[src/rtl/lib_rsp_router_pkg.sv]
// Shared sizing helpers and tag type for the response router slice.
package lib_rsp_router_pkg;

  localparam int unsigned MAX_PORTS = 16;
  localparam int unsigned MAX_TAG_W = 4;

  typedef logic [MAX_TAG_W-1:0] tag_t;

  function automatic int unsigned idx_width(input int unsigned n);
    return (n <= 1) ? 1 : $clog2(n);
  endfunction

  function automatic int unsigned cnt_width(input int unsigned depth);
    return $clog2(depth + 1);
  endfunction

endpackage

[src/rtl/lib_rsp_router_if.sv]
// Grant/response/fan-out bundle between the arbiter side, downstream bus and requesters.
interface lib_rsp_router_if
  import lib_rsp_router_pkg::*;
#(
  parameter int unsigned NUM_PORTS  = 4,
  parameter int unsigned LNUM_PORTS = idx_width(NUM_PORTS),
  parameter int unsigned DATA_W     = 64
);

  logic                  grant_valid;
  logic [LNUM_PORTS-1:0] grant_select;
  logic                  grant_ready;
  logic                  rsp_valid;
  logic [DATA_W-1:0]     rsp_data;
  logic                  rsp_last;
  logic                  rsp_ready;
  logic [NUM_PORTS-1:0]  out_valid;
  logic [DATA_W-1:0]     out_data;
  logic                  out_last;
  logic [NUM_PORTS-1:0]  out_ready;

  modport slave (
    input  grant_valid, grant_select, rsp_valid, rsp_data, rsp_last, out_ready,
    output grant_ready, rsp_ready, out_valid, out_data, out_last
  );

  modport master (
    output grant_valid, grant_select, rsp_valid, rsp_data, rsp_last, out_ready,
    input  grant_ready, rsp_ready, out_valid, out_data, out_last
  );

endinterface

[src/rtl/lib_tag_fifo.sv]
// In-order tag FIFO: flop array with full/empty/count, no write-to-read bypass.
module lib_tag_fifo
  import lib_rsp_router_pkg::*;
#(
  parameter int unsigned DEPTH = 16,
  parameter int unsigned TAG_W = 2
) (
  input  logic                        clk,
  input  logic                        reset_n,
  input  logic                        push,
  input  logic [TAG_W-1:0]            push_tag,
  input  logic                        pop,
  output logic [TAG_W-1:0]            head,
  output logic                        full,
  output logic                        empty,
  output logic [cnt_width(DEPTH)-1:0] count
);

  localparam int unsigned PW = $clog2(DEPTH);
  localparam int unsigned CW = cnt_width(DEPTH);

  logic [TAG_W-1:0] mem_q [DEPTH];
  logic [TAG_W-1:0] mem_d [DEPTH];
  logic [PW-1:0]    wr_q, wr_d, rd_q, rd_d;
  logic [CW-1:0]    cnt_q, cnt_d;
  logic             do_push, do_pop;

  assign full    = (cnt_q == CW'(DEPTH));
  assign empty   = (cnt_q == '0);
  assign head    = mem_q[rd_q];
  assign count   = cnt_q;
  assign do_push = push && !full;
  assign do_pop  = pop && !empty;

  // DEPTH is a power of two, so pointer increments wrap DEPTH-1 -> 0 on their own.
  always_comb begin
    mem_d = mem_q;
    wr_d  = wr_q;
    rd_d  = rd_q;
    cnt_d = cnt_q;
    if (do_push) begin
      mem_d[wr_q] = push_tag;
      wr_d        = wr_q + PW'(1);
    end
    if (do_pop) begin
      rd_d = rd_q + PW'(1);
    end
    case ({do_push, do_pop})
      2'b10:   cnt_d = cnt_q + CW'(1);
      2'b01:   cnt_d = cnt_q - CW'(1);
      default: cnt_d = cnt_q;
    endcase
  end

  always_ff @(posedge clk) begin
    if (!reset_n) begin
      mem_q <= '{default: '0};
      wr_q  <= '0;
      rd_q  <= '0;
      cnt_q <= '0;
    end else begin
      mem_q <= mem_d;
      wr_q  <= wr_d;
      rd_q  <= rd_d;
      cnt_q <= cnt_d;
    end
  end

endmodule

[src/rtl/lib_rsp_router.sv]
// Steers in-order responses back to the port recorded at grant time.
// Optional sticky error flag: define LIB_RSP_ROUTER_ERR_CHK_EN.
module lib_rsp_router
  import lib_rsp_router_pkg::*;
#(
  parameter int unsigned NUM_PORTS  = 4,
  parameter int unsigned LNUM_PORTS = idx_width(NUM_PORTS),
  parameter int unsigned DEPTH      = 16,
  parameter int unsigned DATA_W     = 64
) (
  input  logic                        clk,
  input  logic                        reset_n,
  lib_rsp_router_if.slave             bus,
  output logic [cnt_width(DEPTH)-1:0] outstanding,
  output logic                        err_unexp_rsp
);

  logic [LNUM_PORTS-1:0] head;
  logic                  full, empty, push, pop;
  logic [NUM_PORTS-1:0]  sel;

  assign push = bus.grant_valid && !full;
  assign pop  = bus.rsp_valid && bus.rsp_ready && bus.rsp_last;

  lib_tag_fifo #(
    .DEPTH (DEPTH),
    .TAG_W (LNUM_PORTS)
  ) u_tag_fifo (
    .clk      (clk),
    .reset_n  (reset_n),
    .push     (push),
    .push_tag (bus.grant_select),
    .pop      (pop),
    .head     (head),
    .full     (full),
    .empty    (empty),
    .count    (outstanding)
  );

  always_comb begin
    sel = '0;
    for (int unsigned p = 0; p < NUM_PORTS; p++) begin
      sel[p] = !empty && (head == LNUM_PORTS'(p));
    end
  end

  assign bus.grant_ready = !full;
  assign bus.out_valid   = bus.rsp_valid ? sel : '0;
  assign bus.rsp_ready   = |(sel & bus.out_ready);
  assign bus.out_data    = DATA_W'(bus.rsp_data);
  assign bus.out_last    = bus.rsp_last;

  a_sel_legal: assert property (@(posedge clk) disable iff (!reset_n)
    bus.grant_valid |-> (bus.grant_select < NUM_PORTS));
  a_onehot: assert property (@(posedge clk) disable iff (!reset_n)
    $onehot0(bus.out_valid));

`ifdef LIB_RSP_ROUTER_ERR_CHK_EN
  logic err_q, err_d;

  always_comb begin
    err_d = err_q | (bus.rsp_valid & empty) | (bus.grant_valid & full);
  end

  always_ff @(posedge clk) begin
    if (!reset_n) err_q <= 1'b0;
    else          err_q <= err_d;
  end

  assign err_unexp_rsp = err_q;

  a_err_sticky: assert property (@(posedge clk) disable iff (!reset_n)
    err_q |=> err_q);
`else
  assign err_unexp_rsp = 1'b0;
`endif

endmodule

[src/flat_wrapper.sv]
// flat-port wrapper written by rule: the top's interface ports become plain ports
module lib_rsp_router_flat import lib_rsp_router_pkg::*;
#(
  parameter int unsigned NUM_PORTS  = 4,
  parameter int unsigned LNUM_PORTS = idx_width(NUM_PORTS),
  parameter int unsigned DEPTH      = 16,
  parameter int unsigned DATA_W     = 64
)
  (clk, reset_n, outstanding, err_unexp_rsp, bus_grant_valid, bus_grant_select, bus_rsp_valid, bus_rsp_data, bus_rsp_last, bus_out_ready, bus_grant_ready, bus_rsp_ready, bus_out_valid, bus_out_data, bus_out_last);
  lib_rsp_router_if #(.NUM_PORTS(NUM_PORTS), .LNUM_PORTS(LNUM_PORTS), .DATA_W(DATA_W)) bus_i ();
  input  logic clk;
  input  logic reset_n;
  output logic [cnt_width(DEPTH)-1:0] outstanding;
  output logic err_unexp_rsp;
  input wire logic [$bits(bus_i.grant_valid)-1:0] bus_grant_valid;
  input wire logic [$bits(bus_i.grant_select)-1:0] bus_grant_select;
  input wire logic [$bits(bus_i.rsp_valid)-1:0] bus_rsp_valid;
  input wire logic [$bits(bus_i.rsp_data)-1:0] bus_rsp_data;
  input wire logic [$bits(bus_i.rsp_last)-1:0] bus_rsp_last;
  input wire logic [$bits(bus_i.out_ready)-1:0] bus_out_ready;
  output wire logic [$bits(bus_i.grant_ready)-1:0] bus_grant_ready;
  output wire logic [$bits(bus_i.rsp_ready)-1:0] bus_rsp_ready;
  output wire logic [$bits(bus_i.out_valid)-1:0] bus_out_valid;
  output wire logic [$bits(bus_i.out_data)-1:0] bus_out_data;
  output wire logic [$bits(bus_i.out_last)-1:0] bus_out_last;
  assign bus_i.grant_valid = bus_grant_valid;
  assign bus_i.grant_select = bus_grant_select;
  assign bus_i.rsp_valid = bus_rsp_valid;
  assign bus_i.rsp_data = bus_rsp_data;
  assign bus_i.rsp_last = bus_rsp_last;
  assign bus_i.out_ready = bus_out_ready;
  assign bus_grant_ready = bus_i.grant_ready;
  assign bus_rsp_ready = bus_i.rsp_ready;
  assign bus_out_valid = bus_i.out_valid;
  assign bus_out_data = bus_i.out_data;
  assign bus_out_last = bus_i.out_last;
  lib_rsp_router #(.NUM_PORTS(NUM_PORTS), .LNUM_PORTS(LNUM_PORTS), .DEPTH(DEPTH), .DATA_W(DATA_W)) u_core (.clk(clk), .reset_n(reset_n), .bus(bus_i), .outstanding(outstanding), .err_unexp_rsp(err_unexp_rsp));
endmodule
[config.mk]
export PLATFORM = sky130hd
export DESIGN_NAME = lib_rsp_router_flat
export DESIGN_NICKNAME = d
export VERILOG_FILES = /design/src/rtl/lib_rsp_router_pkg.sv /design/src/rtl/lib_rsp_router_if.sv /design/src/rtl/lib_tag_fifo.sv /design/src/rtl/lib_rsp_router.sv /design/src/flat_wrapper.sv
export SDC_FILE = /design/constraint.sdc
export NUM_CORES = 1
export LEC_CHECK = 0
export ABC_AREA = 1
export BUFFER_PORTS_ARGS = -buffer_cell sky130_fd_sc_hd__buf_4
export CORE_MARGIN = 1.5
export CORE_UTILIZATION = 42
export CTS_CLUSTER_SIZE = 8
export DETAILED_ROUTE_END_ITERATION = 8
export PLACE_DENSITY = 0.79
export SLEW_MARGIN = 20
export SYNTH_ARGS = -nofsm -noshare
export SYNTH_HDL_FRONTEND = slang
export SYNTH_SLANG_ARGS = --single-unit
[constraint.sdc]
create_clock -name clk -period 3 [get_ports clk]
set_input_delay 0.45 -clock clk [delete_from_list [all_inputs] [get_ports clk]]
set_output_delay 0.45 -clock clk [all_outputs]
set_load 0.05 [all_outputs]
==> impl_results.html, run 1 <==
<table>
<tr><th>Metric</th><th>Value</th></tr>
<tr><th colspan="2">Status</th></tr>
<tr><td>Run status</td><td>complete, no violations</td></tr>
<tr><th colspan="2">STA</th></tr>
<tr><td>Fin. max-slew vios</td><td>0</td></tr>
<tr><td>Max Clk Rate</td><td>346.4 MHz</td></tr>
<tr><td>Final setup vio count</td><td>0</td></tr>
<tr><td>Post-layout minimum cycle time</td><td>2887 ps</td></tr>
<tr><td>Period Utilization, post-route</td><td>96.23%</td></tr>
<tr><td>Fin Clk Skew</td><td>6.372 ps</td></tr>
<tr><td>Number of endpoints with negative hold slack in the final report</td><td>0</td></tr>
<tr><th colspan="2">Synth</th></tr>
<tr><td>Post-synth ARST share</td><td>0%</td></tr>
<tr><td>Library cells used by synthesis</td><td>36</td></tr>
<tr><td>Dominant cells by area after synthesis</td><td>sky130_fd_sc_hd__dfxtp_1 29%, sky130_fd_sc_hd__buf_4 16%, sky130_fd_sc_hd__a21oi_1 6.9%</td></tr>
<tr><td>Average cell area after synthesis</td><td>7.553 sq um</td></tr>
<tr><td>Dominant cell type by area after synthesis</td><td>sky130_fd_sc_hd__dfxtp_1</td></tr>
<tr><td>Synthesized netlist net count</td><td>498</td></tr>
<tr><td>Post-Synthesis Cells</td><td>413</td></tr>
<tr><td>Number of synthesized flops with an enable pin</td><td>0</td></tr>
<tr><td>Cell area after synthesis</td><td>3119 sq um</td></tr>
<tr><td>Main synth FF type</td><td>sky130_fd_sc_hd__dfxtp_1</td></tr>
<tr><td>Fraction of post-synthesis cell area in the top cell type by area</td><td>28.88%</td></tr>
<tr><td>Register bit count reported by yosys</td><td>45</td></tr>
<tr><td>Portion of the post-synthesis area used by sequential elements</td><td>28.88%</td></tr>
<tr><td>Most common library cells after synthesis</td><td>66 x sky130_fd_sc_hd__buf_4, 55 x sky130_fd_sc_hd__nand2_1, 45 x sky130_fd_sc_hd__dfxtp_1</td></tr>
<tr><td>Yosys warning count</td><td>0</td></tr>
<tr><td>Most repeated cell in the gate-level netlist after synthesis</td><td>sky130_fd_sc_hd__buf_4</td></tr>
<tr><th colspan="2">CTS</th></tr>
<tr><td>CTS H-Tree Depth</td><td>2</td></tr>
<tr><td>Clock root buffer</td><td>sky130_fd_sc_hd__clkbuf_8</td></tr>
<tr><td>Reg clk slew, reported paths</td><td>80 ps</td></tr>
<tr><td>Clock net sink count</td><td>45</td></tr>
<tr><td>Clock buffer count from CTS</td><td>5</td></tr>
<tr><td>Latest clock arrival within the worst-skew pair</td><td>300 ps</td></tr>
<tr><td>Longest Clk Path Bufs</td><td>2</td></tr>
<tr><td>TritonCTS clock tree</td><td>built</td></tr>
<tr><th colspan="2">Setup path</th></tr>
<tr><td>Critical setup path kind</td><td>reg -&gt; reg</td></tr>
<tr><td>CP max stage delay</td><td>370 ps</td></tr>
<tr><td>Kind of end point of the critical path</td><td>flop</td></tr>
<tr><td>Data required time at the worst endpoint</td><td>3190 ps</td></tr>
<tr><td>Cell with the largest stage delay on the worst path</td><td>sky130_fd_sc_hd__dfxtp_4</td></tr>
<tr><td>Kind of launch point of the worst setup path</td><td>flop</td></tr>
<tr><td>Arrival time reported for the critical path endpoint</td><td>3070 ps</td></tr>
<tr><td>Crit-path cells</td><td>buf_8 -&gt; nand2_1 -&gt; nand3_1 -&gt; nand3_2 -&gt; nand3_4 -&gt; nand2_4 -&gt; nor2_4 -&gt; nand3_2 -&gt; nand2_4 -&gt; nor2_4 -&gt; nor2_8 -&gt; ha_4 -&gt; buf_4 -&gt; ha_4 -&gt; a21o_1 -&gt; a31oi_1 -&gt; inv_1 -&gt; o21ai_1 -&gt; a21oi_1 -&gt; or2_1 -&gt; nand2_1 -&gt; a21oi_1</td></tr>
<tr><td>Biggest fanout along the worst timing path</td><td>13</td></tr>
<tr><th colspan="2">Drt</th></tr>
<tr><td>Via Count</td><td>2,333</td></tr>
<tr><td>Remaining antenna violation count after routing</td><td>0</td></tr>
<tr><td>Number of remaining DRC errors</td><td>0</td></tr>
<tr><td>WL/cell</td><td>12.75 um</td></tr>
<tr><td>Detailed Routing Iterations Pass 1</td><td>4</td></tr>
<tr><td>Number of DRC markers in iteration 0</td><td>137</td></tr>
<tr><td>Drt total wl</td><td>6030 um</td></tr>
<tr><td>Vias per Instance</td><td>4.932</td></tr>
<tr><th colspan="2">Job</th></tr>
<tr><td>Maximum capacitance violations</td><td>0</td></tr>
<tr><th colspan="2">Global route</th></tr>
<tr><td>Pin count of the biggest net entering global routing</td><td>42</td></tr>
<tr><td>GRT Total Usage</td><td>15.30%</td></tr>
<tr><td>Global route overflow</td><td>0</td></tr>
<tr><td>Global-route wire length before repair</td><td>9639 um</td></tr>
<tr><td>Number of global-route vias before repair</td><td>2,170</td></tr>
<tr><td>Antenna violations before repair</td><td>0</td></tr>
<tr><th colspan="2">Floorplan</th></tr>
<tr><td>Initial standard-cell utilization of the core</td><td>43.24%</td></tr>
<tr><td># IOs</td><td>152</td></tr>
<tr><td>CORE AREA</td><td>7214 sq um</td></tr>
<tr><td>Y dimension of the die</td><td>89.18 um</td></tr>
<tr><td>Number of core rows</td><td>31</td></tr>
<tr><td>Die area</td><td>7953 sq um</td></tr>
<tr><td>Die W</td><td>89.18 um</td></tr>
<tr><th colspan="2">Layout</th></tr>
<tr><td>Number of filler cells placed in the layout</td><td>730</td></tr>
<tr><td>Share of final-layout standard cells stronger than drive strength 1</td><td>27.54%</td></tr>
<tr><td>Sequential Area</td><td>910.9 sq um</td></tr>
<tr><td>Synthesis-to-finish area growth</td><td>-2.206%</td></tr>
<tr><td>Final design area excluding fillers</td><td>3050 sq um</td></tr>
<tr><td>Area taken by multi-input logic gates</td><td>1421 sq um</td></tr>
<tr><td>Final non-filler cell total</td><td>473</td></tr>
<tr><td>Diodes inserted</td><td>0</td></tr>
<tr><td>Number of nets in the layout</td><td>458</td></tr>
<tr><th colspan="2">Placed design</th></tr>
<tr><td>Count of port buffers added during placement</td><td>22</td></tr>
<tr><td>Final weighted congestion in routability-driven placement</td><td>0.8508</td></tr>
<tr><td>Placed cell areas</td><td>2879 sq um</td></tr>
<tr><td>Placed Cells</td><td>464</td></tr>
<tr><td>Detailed-placement wirelength estimate</td><td>4299 um</td></tr>
<tr><th colspan="2">Power</th></tr>
<tr><td>Worst vdd rail ir drop</td><td>198.3 uV</td></tr>
<tr><td>Total power of the final layout</td><td>1.601 mW</td></tr>
<tr><td>Leak pwr</td><td>1.297 nW</td></tr>
<tr><td>Pwr Density</td><td>524.9 nW/um^2</td></tr>
<tr><th colspan="2">Hold path</th></tr>
<tr><td>Hold Crit Class</td><td>reg -&gt; reg</td></tr>
</table>
## state kept, by name, summed over array words and instances, names as in the netlist
register and cells:
u_core.u_tag_fifo.mem_q 32, u_core.u_tag_fifo.count 5, u_core.u_tag_fifo.rd_q 4, u_core.u_tag_fifo.wr_q 4
## metal layers
| layer | global-route usage (%) | wire length [um] |
|---|---|---|
| met1 | 19.15 | 2577 |
| met2 | 25.56 | 2830 |
| met3 | 3.139 | 395 |
| met4 | 6.434 | 227 |
| met5 | 0 | 0 |
## cell usage in the layout (no fill, tap or decap), types with 2 or more instances in the layout
cell type,n
sky130_fd_sc_hd__o21ai_0,5
sky130_fd_sc_hd__buf_4,28
sky130_fd_sc_hd__a21o_1,2
sky130_fd_sc_hd__inv_1,42
sky130_fd_sc_hd__nor2_4,3
sky130_fd_sc_hd__nand2_4,5
sky130_fd_sc_hd__inv_2,9
sky130_fd_sc_hd__o21ai_1,36
sky130_fd_sc_hd__nand2_2,7
sky130_fd_sc_hd__ha_1,6
sky130_fd_sc_hd__nand4_2,2
sky130_fd_sc_hd__bufinv_8,2
sky130_fd_sc_hd__nor2_1,15
sky130_fd_sc_hd__dfxtp_1,39
sky130_fd_sc_hd__nand2_1,54
sky130_fd_sc_hd__a31oi_1,2
sky130_fd_sc_hd__clkbuf_1,2
sky130_fd_sc_hd__clkbuf_8,5
sky130_fd_sc_hd__nor4_1,2
sky130_fd_sc_hd__xor2_1,4
sky130_fd_sc_hd__dfxtp_2,5
sky130_fd_sc_hd__ha_4,3
sky130_fd_sc_hd__nand3_2,19
sky130_fd_sc_hd__a21oi_1,43
sky130_fd_sc_hd__nand3_1,14
sky130_fd_sc_hd__clkinv_2,5
sky130_fd_sc_hd__nand4_1,2
## through the flow
stage | setup TNS, ps | hold slack (ps) | setup WS, ps | util (%)
after CTS | 0 | 455.6 | 34.64 | 41.28
after floorplan | 0 | 423.4 | 10.95 | -
after global routing | -45.99 | 470.0 | -45.99 | 42.28
after detailed placement | -10.56 | 443.0 | -10.56 | 39.91
final | 0 | 452.0 | 113.2 | 42.28
after global placement | 0 | 439.5 | 115.4 | 39.91
## where the power goes
part | leakage (nW) | switching, mW | internal [mW]
registers | 0.367 | 0.0271 | 0.627
logic | 0.891 | 0.374 | 0.198
clock network | 0.0385 | 0.210 | 0.165
## layout make-up
cell class | count | share of cell area (%)
inverter | 60 | 8.983
timing repair buffer | 30 | 7.752
clock inverter | 1 | 0.2461
clock buffer | 7 | 2.502
sequential | 45 | 29.86
tap | 99 | 4.061
multi-input combinational | 231 | 46.60
## critical path: cells and delay by family, from the launching register on
kind / cells / cell delay [ps]
buffers and inverters: 3 / 380
AND/OR/NAND/NOR: 12 / 1170
AO/OA/AOI/OAI: 5 / 550
adder cells (fa/ha/maj): 2 / 340
flip-flops: 1 / 370
## worst paths after layout
check / slack, ps / endpoint / depth (start not counted) / start
worst min-delay path: 450 / u_core.u_tag_fifo.mem_q[0] / 2 / u_core.u_tag_fifo.mem_q[0]
worst max-delay path: 110 / u_core.u_tag_fifo.count[4] / 22 / u_core.u_tag_fifo.rd_q[0]
worst max register to register: 110 / u_core.u_tag_fifo.count[4] / 22 / u_core.u_tag_fifo.rd_q[0]
worst min register to register: 450 / u_core.u_tag_fifo.mem_q[0] / 2 / u_core.u_tag_fifo.mem_q[0]
## what timing repair did
| action | 4_1_cts | 5_1_grt |
|---|---|---|
| resized for setup | 2 | 13 |
| pin swaps | 0 | 9 |
| buffers inserted | 0 | 1 |
| hold buffers | 0 | 0 |
| endpoints found under the hold margin | 0 | 0 |
| endpoints found under the setup margin | 1 | 2 |
## cell families (layout without fill, tap and decap cells)
logic type	after synthesis	in the layout	synth area share, %
fa+ha+maj	10	10	4.252
simple gates	127	127	23.35
flops	45	45	28.88
xor+xnor	5	5	1.404
compound gates	88	88	14.36
buf+inv	137	98	27.64
other cells	1	1	0.1202
Power figures use the tool's default switching activity.
==> run 2: changes to the inputs <==
--- a/config.mk
+++ b/config.mk
@@ -12,6 +12,7 @@
 export CTS_CLUSTER_SIZE = 8
 export DETAILED_ROUTE_END_ITERATION = 8
 export PLACE_DENSITY = 0.79
+export RECOVER_POWER = 100
 export SLEW_MARGIN = 20
 export SYNTH_ARGS = -nofsm -noshare
 export SYNTH_HDL_FRONTEND = slang
==> run 2 against run 1 <==
- register-to-register slack barely moved
- clock skew shrank 2.6 ps
- via count shrank 1.1%
- critical path depth is the same
- sequential cell count did not move
- sequential power about the same
- final cell count unchanged
- die area unchanged
- core utilization down 0.40 points
- maximum frequency barely moved
- total power shrank 1.1%
- critical endpoint unchanged
- largest cell class unchanged
- largest power group unchanged
==> impl_results.html, run 2 (synthesized netlist as in run 1, its figures left out) <==
<table>
<tr><th>Metric</th><th>Value</th></tr>
<tr><th colspan="2">Status</th></tr>
<tr><td>Run status</td><td>complete, no violations</td></tr>
<tr><th colspan="2">CTS</th></tr>
<tr><td>Clock buffer count from CTS</td><td>5 (unchanged)</td></tr>
<tr><td>TritonCTS clock tree</td><td>built</td></tr>
<tr><td>Latest clock arrival within the worst-skew pair</td><td>300 ps (about the same)</td></tr>
<tr><td>Reg clk slew, reported paths</td><td>80 ps (about the same)</td></tr>
<tr><td>Number of hold-repair buffers added at the cts stage</td><td>0 (unchanged)</td></tr>
<tr><td>Clock root buffer</td><td>sky130_fd_sc_hd__clkbuf_8</td></tr>
<tr><td>Longest Clk Path Bufs</td><td>2 (unchanged)</td></tr>
<tr><td>Clock net sink count</td><td>45 (unchanged)</td></tr>
<tr><td>CTS H-Tree Depth</td><td>2 (unchanged)</td></tr>
<tr><th colspan="2">Power</th></tr>
<tr><td>Worst vdd rail ir drop</td><td>198.6 uV (+0.18%)</td></tr>
<tr><td>Portion of total power attributed to the clock network</td><td>23.6% (+0.2 points)</td></tr>
<tr><td>Power share of the combinational group</td><td>35.1% (-0.6 points)</td></tr>
<tr><td>Net Sw Frac</td><td>38.29% (+0.15 points)</td></tr>
<tr><td>Total power of the final layout</td><td>1.584 mW (-1.1%)</td></tr>
<tr><td>Leak pwr</td><td>1.270 nW (-2.0%)</td></tr>
<tr><td>Switch Pwr</td><td>606.3 uW (-0.70%)</td></tr>
<tr><td>Pwr Density</td><td>524.1 nW/um^2 (-0.15%)</td></tr>
<tr><td>Internal Dissipation</td><td>977.3 uW (-1.3%)</td></tr>
<tr><td>Share of power burned in registers</td><td>41.3% (+0.4 points)</td></tr>
<tr><th colspan="2">Floorplan</th></tr>
<tr><td>Initial standard-cell utilization of the core</td><td>43.24% (unchanged)</td></tr>
<tr><td>Y dimension of the die</td><td>89.18 um (unchanged)</td></tr>
<tr><td>Die area</td><td>7953 sq um (unchanged)</td></tr>
<tr><td>CORE AREA</td><td>7214 sq um (unchanged)</td></tr>
<tr><td>Die W</td><td>89.18 um (unchanged)</td></tr>
<tr><td>Number of core rows</td><td>31 (unchanged)</td></tr>
<tr><td># IOs</td><td>152 (unchanged)</td></tr>
<tr><th colspan="2">Setup path</th></tr>
<tr><td>Critical setup path kind</td><td>reg -&gt; reg</td></tr>
<tr><td>Biggest fanout along the worst timing path</td><td>13 (unchanged)</td></tr>
<tr><td>Kind of launch point of the worst setup path</td><td>flop</td></tr>
<tr><td>Arrival time reported for the critical path endpoint</td><td>3070 ps (about the same)</td></tr>
<tr><td>Kind of end point of the critical path</td><td>flop</td></tr>
<tr><td>Data required time at the worst endpoint</td><td>3190 ps (about the same)</td></tr>
<tr><td>Number of cell instances on the worst register-to-register path</td><td>22 (unchanged)</td></tr>
<tr><th colspan="2">STA</th></tr>
<tr><td>Post-layout minimum cycle time</td><td>2887 ps (-0.2630 ps)</td></tr>
<tr><td>Period Utilization, post-route</td><td>96.22% (about the same)</td></tr>
<tr><td>Least-Margin Pin Slew</td><td>595.8 ps</td></tr>
<tr><td>Final worst setup slack</td><td>113.5 ps (+0.2630 ps)</td></tr>
<tr><td>Number of endpoints with negative hold slack in the final report</td><td>0 (unchanged)</td></tr>
<tr><td>Max Clk Rate</td><td>346.4 MHz (about the same)</td></tr>
<tr><td>Max-slew headroom</td><td>60.45%</td></tr>
<tr><td>Fin Clk Skew</td><td>3.723 ps (-2.650 ps)</td></tr>
<tr><td>Fin. max-slew vios</td><td>0 (unchanged)</td></tr>
<tr><td>Final setup vio count</td><td>0 (unchanged)</td></tr>
<tr><th colspan="2">Layout</th></tr>
<tr><td>Most frequent standard cell in the layout excluding fill and tap cells</td><td>sky130_fd_sc_hd__nand2_1</td></tr>
<tr><td>Synthesis-to-finish area growth</td><td>-3.129%</td></tr>
<tr><td>Most used cells in the layout excluding fill and tap cells</td><td>55 x sky130_fd_sc_hd__nand2_1, 43 x sky130_fd_sc_hd__inv_1, 43 x sky130_fd_sc_hd__a21oi_1, 39 x sky130_fd_sc_hd__dfxtp_1, 28 x sky130_fd_sc_hd__o21ai_0</td></tr>
<tr><td>Diodes inserted</td><td>0 (unchanged)</td></tr>
<tr><td>Final standard cell utilization of the core</td><td>41.88% (-0.40 points)</td></tr>
<tr><td>Largest register FFs</td><td>32 (unchanged)</td></tr>
<tr><td>Final design area excluding fillers</td><td>3022 sq um (-0.94%)</td></tr>
<tr><td>Number of nets in the layout</td><td>458 (unchanged)</td></tr>
<tr><td>Register bank with the most flops</td><td>u_core.u_tag_fifo.mem_q</td></tr>
<tr><td>Share of final-layout standard cells stronger than drive strength 1</td><td>24.87% (-2.7 points)</td></tr>
<tr><th colspan="2">Drt</th></tr>
<tr><td>Number of remaining DRC errors</td><td>0 (unchanged)</td></tr>
<tr><td>Drt total wl</td><td>6009 um (-0.35%)</td></tr>
<tr><td>Remaining antenna violation count after routing</td><td>0 (unchanged)</td></tr>
<tr><td>Number of DRC markers in iteration 0</td><td>138 (+0.73%)</td></tr>
<tr><td>Via Count</td><td>2,307 (-1.1%)</td></tr>
<tr><td>Detailed Routing Iterations Pass 1</td><td>4 (unchanged)</td></tr>
<tr><td>WL/cell</td><td>12.70 um (-0.35%)</td></tr>
<tr><td>Vias per Instance</td><td>4.877 (-1.1%)</td></tr>
<tr><th colspan="2">Global route</th></tr>
<tr><td>Met1 layer usage reported by global route</td><td>19.15% (unchanged)</td></tr>
<tr><td>Global-route wire length before repair</td><td>9639 um (unchanged)</td></tr>
<tr><td>Met3 Usage GRT</td><td>3.139% (unchanged)</td></tr>
<tr><td>GR Util met2</td><td>25.56% (unchanged)</td></tr>
<tr><td>Number of global-route vias before repair</td><td>2,170 (unchanged)</td></tr>
<tr><td>Pin count of the biggest net entering global routing</td><td>42 (unchanged)</td></tr>
<tr><td>GR peak layer</td><td>met2</td></tr>
<tr><td>Antenna violations before repair</td><td>0 (unchanged)</td></tr>
<tr><td>Global route overflow</td><td>0 (unchanged)</td></tr>
<tr><td>GRT Total Usage</td><td>15.30% (unchanged)</td></tr>
<tr><th colspan="2">Placed design</th></tr>
<tr><td>Placed cell areas</td><td>2879 sq um (unchanged)</td></tr>
<tr><td>Detailed-placement wirelength estimate</td><td>4299 um (unchanged)</td></tr>
<tr><td>Setup Slack @ Placement</td><td>-10.56 ps (unchanged)</td></tr>
<tr><td>Final weighted congestion in routability-driven placement</td><td>0.8508 (unchanged)</td></tr>
<tr><td>Count of port buffers added during placement</td><td>22 (unchanged)</td></tr>
<tr><th colspan="2">Hold path</th></tr>
<tr><td>Hold Crit Class</td><td>reg -&gt; reg</td></tr>
<tr><td>WHS Path Cells</td><td>2 (unchanged)</td></tr>
<tr><th colspan="2">Job</th></tr>
<tr><td>Maximum capacitance violations</td><td>0 (unchanged)</td></tr>
</table>
## run 2: cell types whose count changed in the layout (fill, tap and decap cells not counted), sizes merged
cell / change
inv: -1
clkbuf: +7
buf: -7
clkinv: +1
## run 2: what timing repair did
item,in CTS,in global routing
buffers inserted,0,1
pin swaps,0,9
endpoints found under the setup margin,1,2
gates resized for setup,2,13
## run 2: metal layers
| layer | vias to the layer above | wire, um |
|---|---|---|
| met5 | - | 0 |
| met4 | 0 | 201 |
| met3 | 27 | 422 |
| met2 | 64 | 2795 |
| met1 | 1046 | 2589 |
| li1 | 1170 | - |
## run 2: path summary, 6_finish.rpt
check,startpoint,to,slack (ps)
min,u_core.u_tag_fifo.mem_q[0],u_core.u_tag_fifo.mem_q[0],450
max reg2reg,u_core.u_tag_fifo.rd_q[0],u_core.u_tag_fifo.count[4],110
min reg2reg,u_core.u_tag_fifo.mem_q[0],u_core.u_tag_fifo.mem_q[0],450
max,u_core.u_tag_fifo.rd_q[0],u_core.u_tag_fifo.count[4],110
## run 2: worst max-delay path, cell delays in order (launching register included)
cell,delay (ps)
sky130_fd_sc_hd__dfxtp_4,370
sky130_fd_sc_hd__buf_8,150
sky130_fd_sc_hd__nand2_1,70
sky130_fd_sc_hd__nand3_1,80
sky130_fd_sc_hd__nand3_2,130
sky130_fd_sc_hd__nand3_4,90
sky130_fd_sc_hd__nand2_4,120
sky130_fd_sc_hd__nor2_4,50
sky130_fd_sc_hd__nand3_2,80
sky130_fd_sc_hd__nand2_4,70
sky130_fd_sc_hd__nor2_4,160
sky130_fd_sc_hd__nor2_8,50
sky130_fd_sc_hd__ha_4,190
sky130_fd_sc_hd__buf_4,150
sky130_fd_sc_hd__ha_4,150
sky130_fd_sc_hd__a21o_1,150
sky130_fd_sc_hd__a31oi_1,160
sky130_fd_sc_hd__inv_1,70
sky130_fd_sc_hd__o21ai_1,140
sky130_fd_sc_hd__a21oi_1,60
sky130_fd_sc_hd__or2_1,210
sky130_fd_sc_hd__nand2_1,60
sky130_fd_sc_hd__a21oi_1,40
## run 2: cell type report
cell class	instances	area, sq um
clock buffer	7	76.32
clock inverter	1	7.507
fill	739	4193
inverter	60	274.0
multi-input combinational	231	1419
sequential	45	910.9
tap	99	123.9
timing repair buffer	30	210.2
## run 2: per-stage QoR
stage / hold WS, ps / instances / TNS (ps)
6_report: 451.6 / 473 / 0
3_3_place_gp: 439.5 / 464 / 0
4_1_cts: 455.6 / 472 / 0
5_1_grt: 469.7 / 473 / -45.61
2_1_floorplan: 423.4 / 413 / 0
3_5_place_dp: 443.0 / 464 / -10.56
## run 2: power by group through the flow
stage | clock network (mW) | registers [mW] | logic (mW)
2_1_floorplan | 0 | 0.708 | 0.611
3_3_place_gp | 0 | 0.662 | 0.526
3_5_place_dp | 0 | 0.663 | 0.538
4_1_cts | 0.381 | 0.650 | 0.545
5_1_grt | 0.406 | 0.658 | 0.613
6_report | 0.374 | 0.654 | 0.556
==> run 3: changes to the inputs <==
--- a/config.mk
+++ b/config.mk
@@ -8,12 +8,13 @@
 export ABC_AREA = 1
 export BUFFER_PORTS_ARGS = -buffer_cell sky130_fd_sc_hd__buf_4
 export CORE_MARGIN = 1.5
-export CORE_UTILIZATION = 42
+export CORE_UTILIZATION = 40
 export CTS_CLUSTER_SIZE = 8
 export DETAILED_ROUTE_END_ITERATION = 8
-export PLACE_DENSITY = 0.79
+export PLACE_DENSITY = 0.74
 export RECOVER_POWER = 100
 export SLEW_MARGIN = 20
 export SYNTH_ARGS = -nofsm -noshare
 export SYNTH_HDL_FRONTEND = slang
+export SYNTH_HIERARCHICAL = 1
 export SYNTH_SLANG_ARGS = --single-unit
==> run 3 against run 2 <==
- cell area up 1.6%
- clock-buffer cell count down 2
- core utilization down 4.5 points
- critical path type unchanged
- critical endpoint is now u_core/u_tag_fifo/count[3]
- highest routed layer unchanged
==> impl_results.html, run 3 <==
<table>
<tr><th>Metric</th><th>Value</th></tr>
<tr><th colspan="2">Status</th></tr>
<tr><td>Run status</td><td>complete, no violations</td></tr>
<tr><th colspan="2">Synth</th></tr>
<tr><td>Dominant cells by area after synthesis</td><td>sky130_fd_sc_hd__dfxtp_1 27%, sky130_fd_sc_hd__buf_4 15%, sky130_fd_sc_hd__nand2_1 14%</td></tr>
<tr><td>Register bit count reported by yosys</td><td>45 (unchanged)</td></tr>
<tr><td>Average cell area after synthesis</td><td>6.519 sq um (-14%)</td></tr>
<tr><td>Library cells used by synthesis</td><td>29 (-19%)</td></tr>
<tr><td>Number of synthesized flops with an enable pin</td><td>0 (unchanged)</td></tr>
<tr><td>Synthesized netlist net count</td><td>603 (+21%)</td></tr>
<tr><td>Mux contribution to synthesized area</td><td>0% (unchanged)</td></tr>
<tr><td>Main synth FF type</td><td>sky130_fd_sc_hd__dfxtp_1</td></tr>
<tr><td>Portion of the post-synthesis area used by sequential elements</td><td>26.68% (-2.2 points)</td></tr>
<tr><td>Yosys warning count</td><td>6 (+6)</td></tr>
<tr><td>Cell area after synthesis</td><td>3377 sq um (+8.3%)</td></tr>
<tr><td>Most repeated cell in the gate-level netlist after synthesis</td><td>sky130_fd_sc_hd__nand2_1</td></tr>
<tr><td>Simple-gate portion of the synthesized area</td><td>39.35% (+16 points)</td></tr>
<tr><td>Dominant cell type by area after synthesis</td><td>sky130_fd_sc_hd__dfxtp_1</td></tr>
<tr><td>Most common library cells after synthesis</td><td>123 x sky130_fd_sc_hd__nand2_1, 95 x sky130_fd_sc_hd__nor2_1, 68 x sky130_fd_sc_hd__buf_4</td></tr>
<tr><td>Adder and majority gate portion of the synthesized area</td><td>3.927% (-0.32 points)</td></tr>
<tr><td>Area fraction in compound gates after synthesis</td><td>2.038% (-12 points)</td></tr>
<tr><td>Post-Synthesis Cells</td><td>518 (+25%)</td></tr>
<tr><td>Fraction of post-synthesis cell area in the top cell type by area</td><td>26.68% (-2.2 points)</td></tr>
<tr><td>Dominant combinational cell family by area after synthesis</td><td>simple AND/OR/NAND/NOR gates</td></tr>
<tr><td>Post-synth ARST share</td><td>0% (unchanged)</td></tr>
<tr><td>Xor and xnor fraction of the mapped netlist area</td><td>0.7781% (-0.63 points)</td></tr>
<tr><th colspan="2">Power</th></tr>
<tr><td>Pwr Density</td><td>772.6 nW/um^2 (+47%)</td></tr>
<tr><td>Power share of the combinational group</td><td>52.0% (+17 points)</td></tr>
<tr><td>Internal Dissipation</td><td>1.202 mW (+23%)</td></tr>
<tr><td>Leak pwr</td><td>1.611 nW (+27%)</td></tr>
<tr><td>Share of power burned in registers</td><td>31.0% (-10 points)</td></tr>
<tr><td>Portion of total power attributed to the clock network</td><td>17.0% (-6.6 points)</td></tr>
<tr><td>Net Sw Frac</td><td>49.32% (+11 points)</td></tr>
<tr><td>Worst vdd rail ir drop</td><td>556.8 uV (+180%)</td></tr>
<tr><td>Switch Pwr</td><td>1.170 mW (+93%)</td></tr>
<tr><th colspan="2">Setup path</th></tr>
<tr><td>Biggest fanout along the worst timing path</td><td>7 (-6)</td></tr>
<tr><td>Kind of end point of the critical path</td><td>flop</td></tr>
<tr><td>Most frequent CP cell</td><td>sky130_fd_sc_hd__nand2_1</td></tr>
<tr><td>Critical setup path kind</td><td>reg -&gt; reg</td></tr>
<tr><td>Kind of launch point of the worst setup path</td><td>flop</td></tr>
<tr><td>Crit-path cells</td><td>buf_4 -&gt; nand2_1 -&gt; nand3_1 -&gt; nand3_1 -&gt; nand3_1 -&gt; nand2_1 -&gt; nor2_2 -&gt; nand3_1 -&gt; nand2_1 -&gt; nor2_2 -&gt; nor2_2 -&gt; nand2_2 -&gt; inv_2 -&gt; ha_4 -&gt; buf_4 -&gt; ha_1 -&gt; a21oi_2 -&gt; nand2_1 -&gt; nand2_1 -&gt; nand3_1 -&gt; nand2_1 -&gt; inv_1</td></tr>
<tr><td>Data required time at the worst endpoint</td><td>3210 ps (+20 ps)</td></tr>
<tr><td>Arrival time reported for the critical path endpoint</td><td>2980 ps (-90 ps)</td></tr>
<tr><td>Cell with the largest stage delay on the worst path</td><td>sky130_fd_sc_hd__dfxtp_4</td></tr>
<tr><td>CP max stage delay</td><td>390 ps (+20 ps)</td></tr>
<tr><th colspan="2">STA</th></tr>
<tr><td>Least-Margin Pin Slew</td><td>725.5 ps (+129.8 ps)</td></tr>
<tr><td>Fin. max-slew vios</td><td>0 (unchanged)</td></tr>
<tr><td>Final worst setup slack</td><td>229.4 ps (+115.9 ps)</td></tr>
<tr><td>Fin Clk Skew</td><td>10.31 ps (+6.590 ps)</td></tr>
<tr><td>Number of endpoints with negative hold slack in the final report</td><td>0 (unchanged)</td></tr>
<tr><td>Post-layout minimum cycle time</td><td>2771 ps (-115.9 ps)</td></tr>
<tr><td>Max-slew headroom</td><td>51.63% (-8.8 points)</td></tr>
<tr><td>Final setup vio count</td><td>0 (unchanged)</td></tr>
<tr><td>Max Clk Rate</td><td>360.9 MHz (+4.2%)</td></tr>
<tr><td>Period Utilization, post-route</td><td>92.35% (-3.9 points)</td></tr>
<tr><th colspan="2">CTS</th></tr>
<tr><td>Clock net sink count</td><td>45 (unchanged)</td></tr>
<tr><td>Latest clock arrival within the worst-skew pair</td><td>300 ps (about the same)</td></tr>
<tr><td>Longest Clk Path Bufs</td><td>2 (unchanged)</td></tr>
<tr><td>TritonCTS clock tree</td><td>built</td></tr>
<tr><td>CTS H-Tree Depth</td><td>2 (unchanged)</td></tr>
<tr><td>Number of hold-repair buffers added at the cts stage</td><td>0 (unchanged)</td></tr>
<tr><td>Reg clk slew, reported paths</td><td>100 ps (+20 ps)</td></tr>
<tr><td>Clock root buffer</td><td>sky130_fd_sc_hd__clkbuf_8</td></tr>
<tr><td>Setup bufs post-CTS</td><td>0 (unchanged)</td></tr>
<tr><td>Number of instances resized during post-cts repair</td><td>0 (-2)</td></tr>
<tr><td>Clock buffer count from CTS</td><td>5 (unchanged)</td></tr>
<tr><th colspan="2">Placed design</th></tr>
<tr><td>Final weighted congestion in routability-driven placement</td><td>0.9393 (+10%)</td></tr>
<tr><td>Detailed-placement wirelength estimate</td><td>5160 um (+20%)</td></tr>
<tr><td>Placed Cells</td><td>571 (+23%)</td></tr>
<tr><td>Setup Slack @ Placement</td><td>60.78 ps (+71.33 ps)</td></tr>
<tr><td>Count of port buffers added during placement</td><td>22 (unchanged)</td></tr>
<tr><th colspan="2">Drt</th></tr>
<tr><td>Drt total wl</td><td>6964 um (+16%)</td></tr>
<tr><td>Number of DRC markers in iteration 0</td><td>171 (+24%)</td></tr>
<tr><td>Remaining antenna violation count after routing</td><td>0 (unchanged)</td></tr>
<tr><td>Number of remaining DRC errors</td><td>0 (unchanged)</td></tr>
<tr><td>WL/cell</td><td>12.03 um (-5.3%)</td></tr>
<tr><td>Via Count</td><td>2,784 (+21%)</td></tr>
<tr><td>Detailed Routing Iterations Pass 1</td><td>5 (+1)</td></tr>
<tr><td>Vias per Instance</td><td>4.808 (-1.4%)</td></tr>
<tr><th colspan="2">Layout</th></tr>
<tr><td>Share of final-layout standard cells stronger than drive strength 1</td><td>11.81% (-13 points)</td></tr>
<tr><td>Synthesis-to-finish area growth</td><td>-9.078%</td></tr>
<tr><td>Largest register FFs</td><td>32 (unchanged)</td></tr>
<tr><td>Area taken by multi-input logic gates</td><td>1496 sq um (+5.5%)</td></tr>
<tr><td>Most frequent standard cell in the layout excluding fill and tap cells</td><td>sky130_fd_sc_hd__nand2_1</td></tr>
<tr><td>Number of filler cells placed in the layout</td><td>868 (+17%)</td></tr>
<tr><td>Sequential Area</td><td>904.6 sq um (-0.69%)</td></tr>
<tr><td>Final standard cell utilization of the core</td><td>37.37% (-4.5 points)</td></tr>
<tr><td>Number of nets in the layout</td><td>558 (+22%)</td></tr>
<tr><td>Register bank with the most flops</td><td>u_core/u_tag_fifo/mem_q</td></tr>
<tr><td>Most used cells in the layout excluding fill and tap cells</td><td>122 x sky130_fd_sc_hd__nand2_1, 95 x sky130_fd_sc_hd__nor2_1, 59 x sky130_fd_sc_hd__inv_1, 59 x sky130_fd_sc_hd__nand3_1, 44 x sky130_fd_sc_hd__dfxtp_1</td></tr>
<tr><td>Diodes inserted</td><td>0 (unchanged)</td></tr>
<tr><td>Final non-filler cell total</td><td>579 (+22%)</td></tr>
<tr><th colspan="2">Floorplan</th></tr>
<tr><td>Y dimension of the die</td><td>94.88 um (+6.4%)</td></tr>
<tr><td>Number of core rows</td><td>33 (+6.5%)</td></tr>
<tr><td>Initial standard-cell utilization of the core</td><td>41.10% (-2.1 points)</td></tr>
<tr><td>Die area</td><td>9002 sq um (+13%)</td></tr>
<tr><td>Die W</td><td>94.88 um (+6.4%)</td></tr>
<tr><td># IOs</td><td>152 (unchanged)</td></tr>
<tr><td>CORE AREA</td><td>8217 sq um (+14%)</td></tr>
<tr><th colspan="2">Hold path</th></tr>
<tr><td>Hold Crit Class</td><td>in -&gt; reg</td></tr>
<tr><th colspan="2">Global route</th></tr>
<tr><td>Pin count of the biggest net entering global routing</td><td>42 (unchanged)</td></tr>
<tr><td>GRT Total Usage</td><td>16.23% (+0.93 points)</td></tr>
<tr><td>Number of global-route vias before repair</td><td>2,588 (+19%)</td></tr>
<tr><td>Global route overflow</td><td>0 (unchanged)</td></tr>
<tr><td>Global-route wire length before repair</td><td>11,640 um (+21%)</td></tr>
<tr><td>Antenna violations before repair</td><td>0 (unchanged)</td></tr>
<tr><th colspan="2">Job</th></tr>
<tr><td>Maximum capacitance violations</td><td>0 (unchanged)</td></tr>
</table>
-- run 3: changes by cell type after synthesis, sizes merged, moves of 5 or more --
cell / before / now
buf: 71 / 77
nand2: 66 / 126
clkinv: 5 / 0
a21oi: 43 / 6
nand3: 34 / 59
inv: 53 / 66
o21ai: 41 / 7
nor2: 20 / 107
-- run 3: kinds of logic after synthesis --
group	Yosys count
AND/OR/NAND/NOR	297
XOR/XNOR	3
flip-flops	45
adder cells (fa/ha/maj)	10
other	1
buffers and inverters	149
AO/OA/AOI/OAI	13
-- run 3: layout make-up --
type	count	share of cell area [%]
Multi-Input combinational cell	324	48.74
Inverter	66	8.231
Clock inverter	3	0.8150
Tap cell	105	4.279
Clock buffer	5	2.241
Sequential cell	45	29.46
Timing Repair Buffer	31	6.235
-- run 3: power groups by stage --
stage | sequential, mW | clock [mW] | combinational (mW)
floorplan | 0.843 | 0 | 1.12
global placement | 0.749 | 0 | 1.24
detailed placement | 0.750 | 0 | 1.28
CTS | 0.736 | 0.414 | 1.28
global route | 0.748 | 0.435 | 1.36
finish | 0.736 | 0.404 | 1.23
-- run 3: final timing paths --
| check | from | to | slack (ps) | depth (start not counted) |
|---|---|---|---|---|
| worst max-delay path | u_core/u_tag_fifo/rd_q[0] | u_core/u_tag_fifo/count[3] | 230 | 22 |
| worst min-delay path | bus_grant_select[0] | u_core/u_tag_fifo/mem_q[22] | 520 | 3 |
| worst max register to register | u_core/u_tag_fifo/rd_q[0] | u_core/u_tag_fifo/count[3] | 230 | 22 |
| worst min register to register | u_core/u_tag_fifo/mem_q[6] | u_core/u_tag_fifo/mem_q[6] | 530 | 4 |
-- run 3: per-stage QoR --
stage	cell area (sq um)	hold WS [ps]	TNS (ps)	power [mW]
3_3_place_gp	3078	505.2	0	1.993
2_1_floorplan	3377	494.2	-86.98	1.965
4_1_cts	3172	519.2	0	2.433
3_5_place_dp	3078	508.7	0	2.028
5_1_grt	3070	517.5	-8.277	2.543
6_report	3070	524.3	0	2.372
-- run 3: layer usage --
metal | global-route usage, % | vias to the layer above | part of all wire [%]
met3 | 3.382 | 26 | 5.3
met2 | 27.32 | 89 | 49
met1 | 19.32 | 1263 | 43
met4 | 8.458 | 0 | 2.6
li1 | - | 1406 | -
met5 | 0 | - | 0
-- run 3: worst max-delay path, delay by kind of cell (launching register included) --
family	cells	cell delay, ps
DFF	1	390
and+or+nand+nor	15	1280
AOI/OAI and AO/OA	1	200
adders and majority gates	2	410
buffers and inverters	4	390
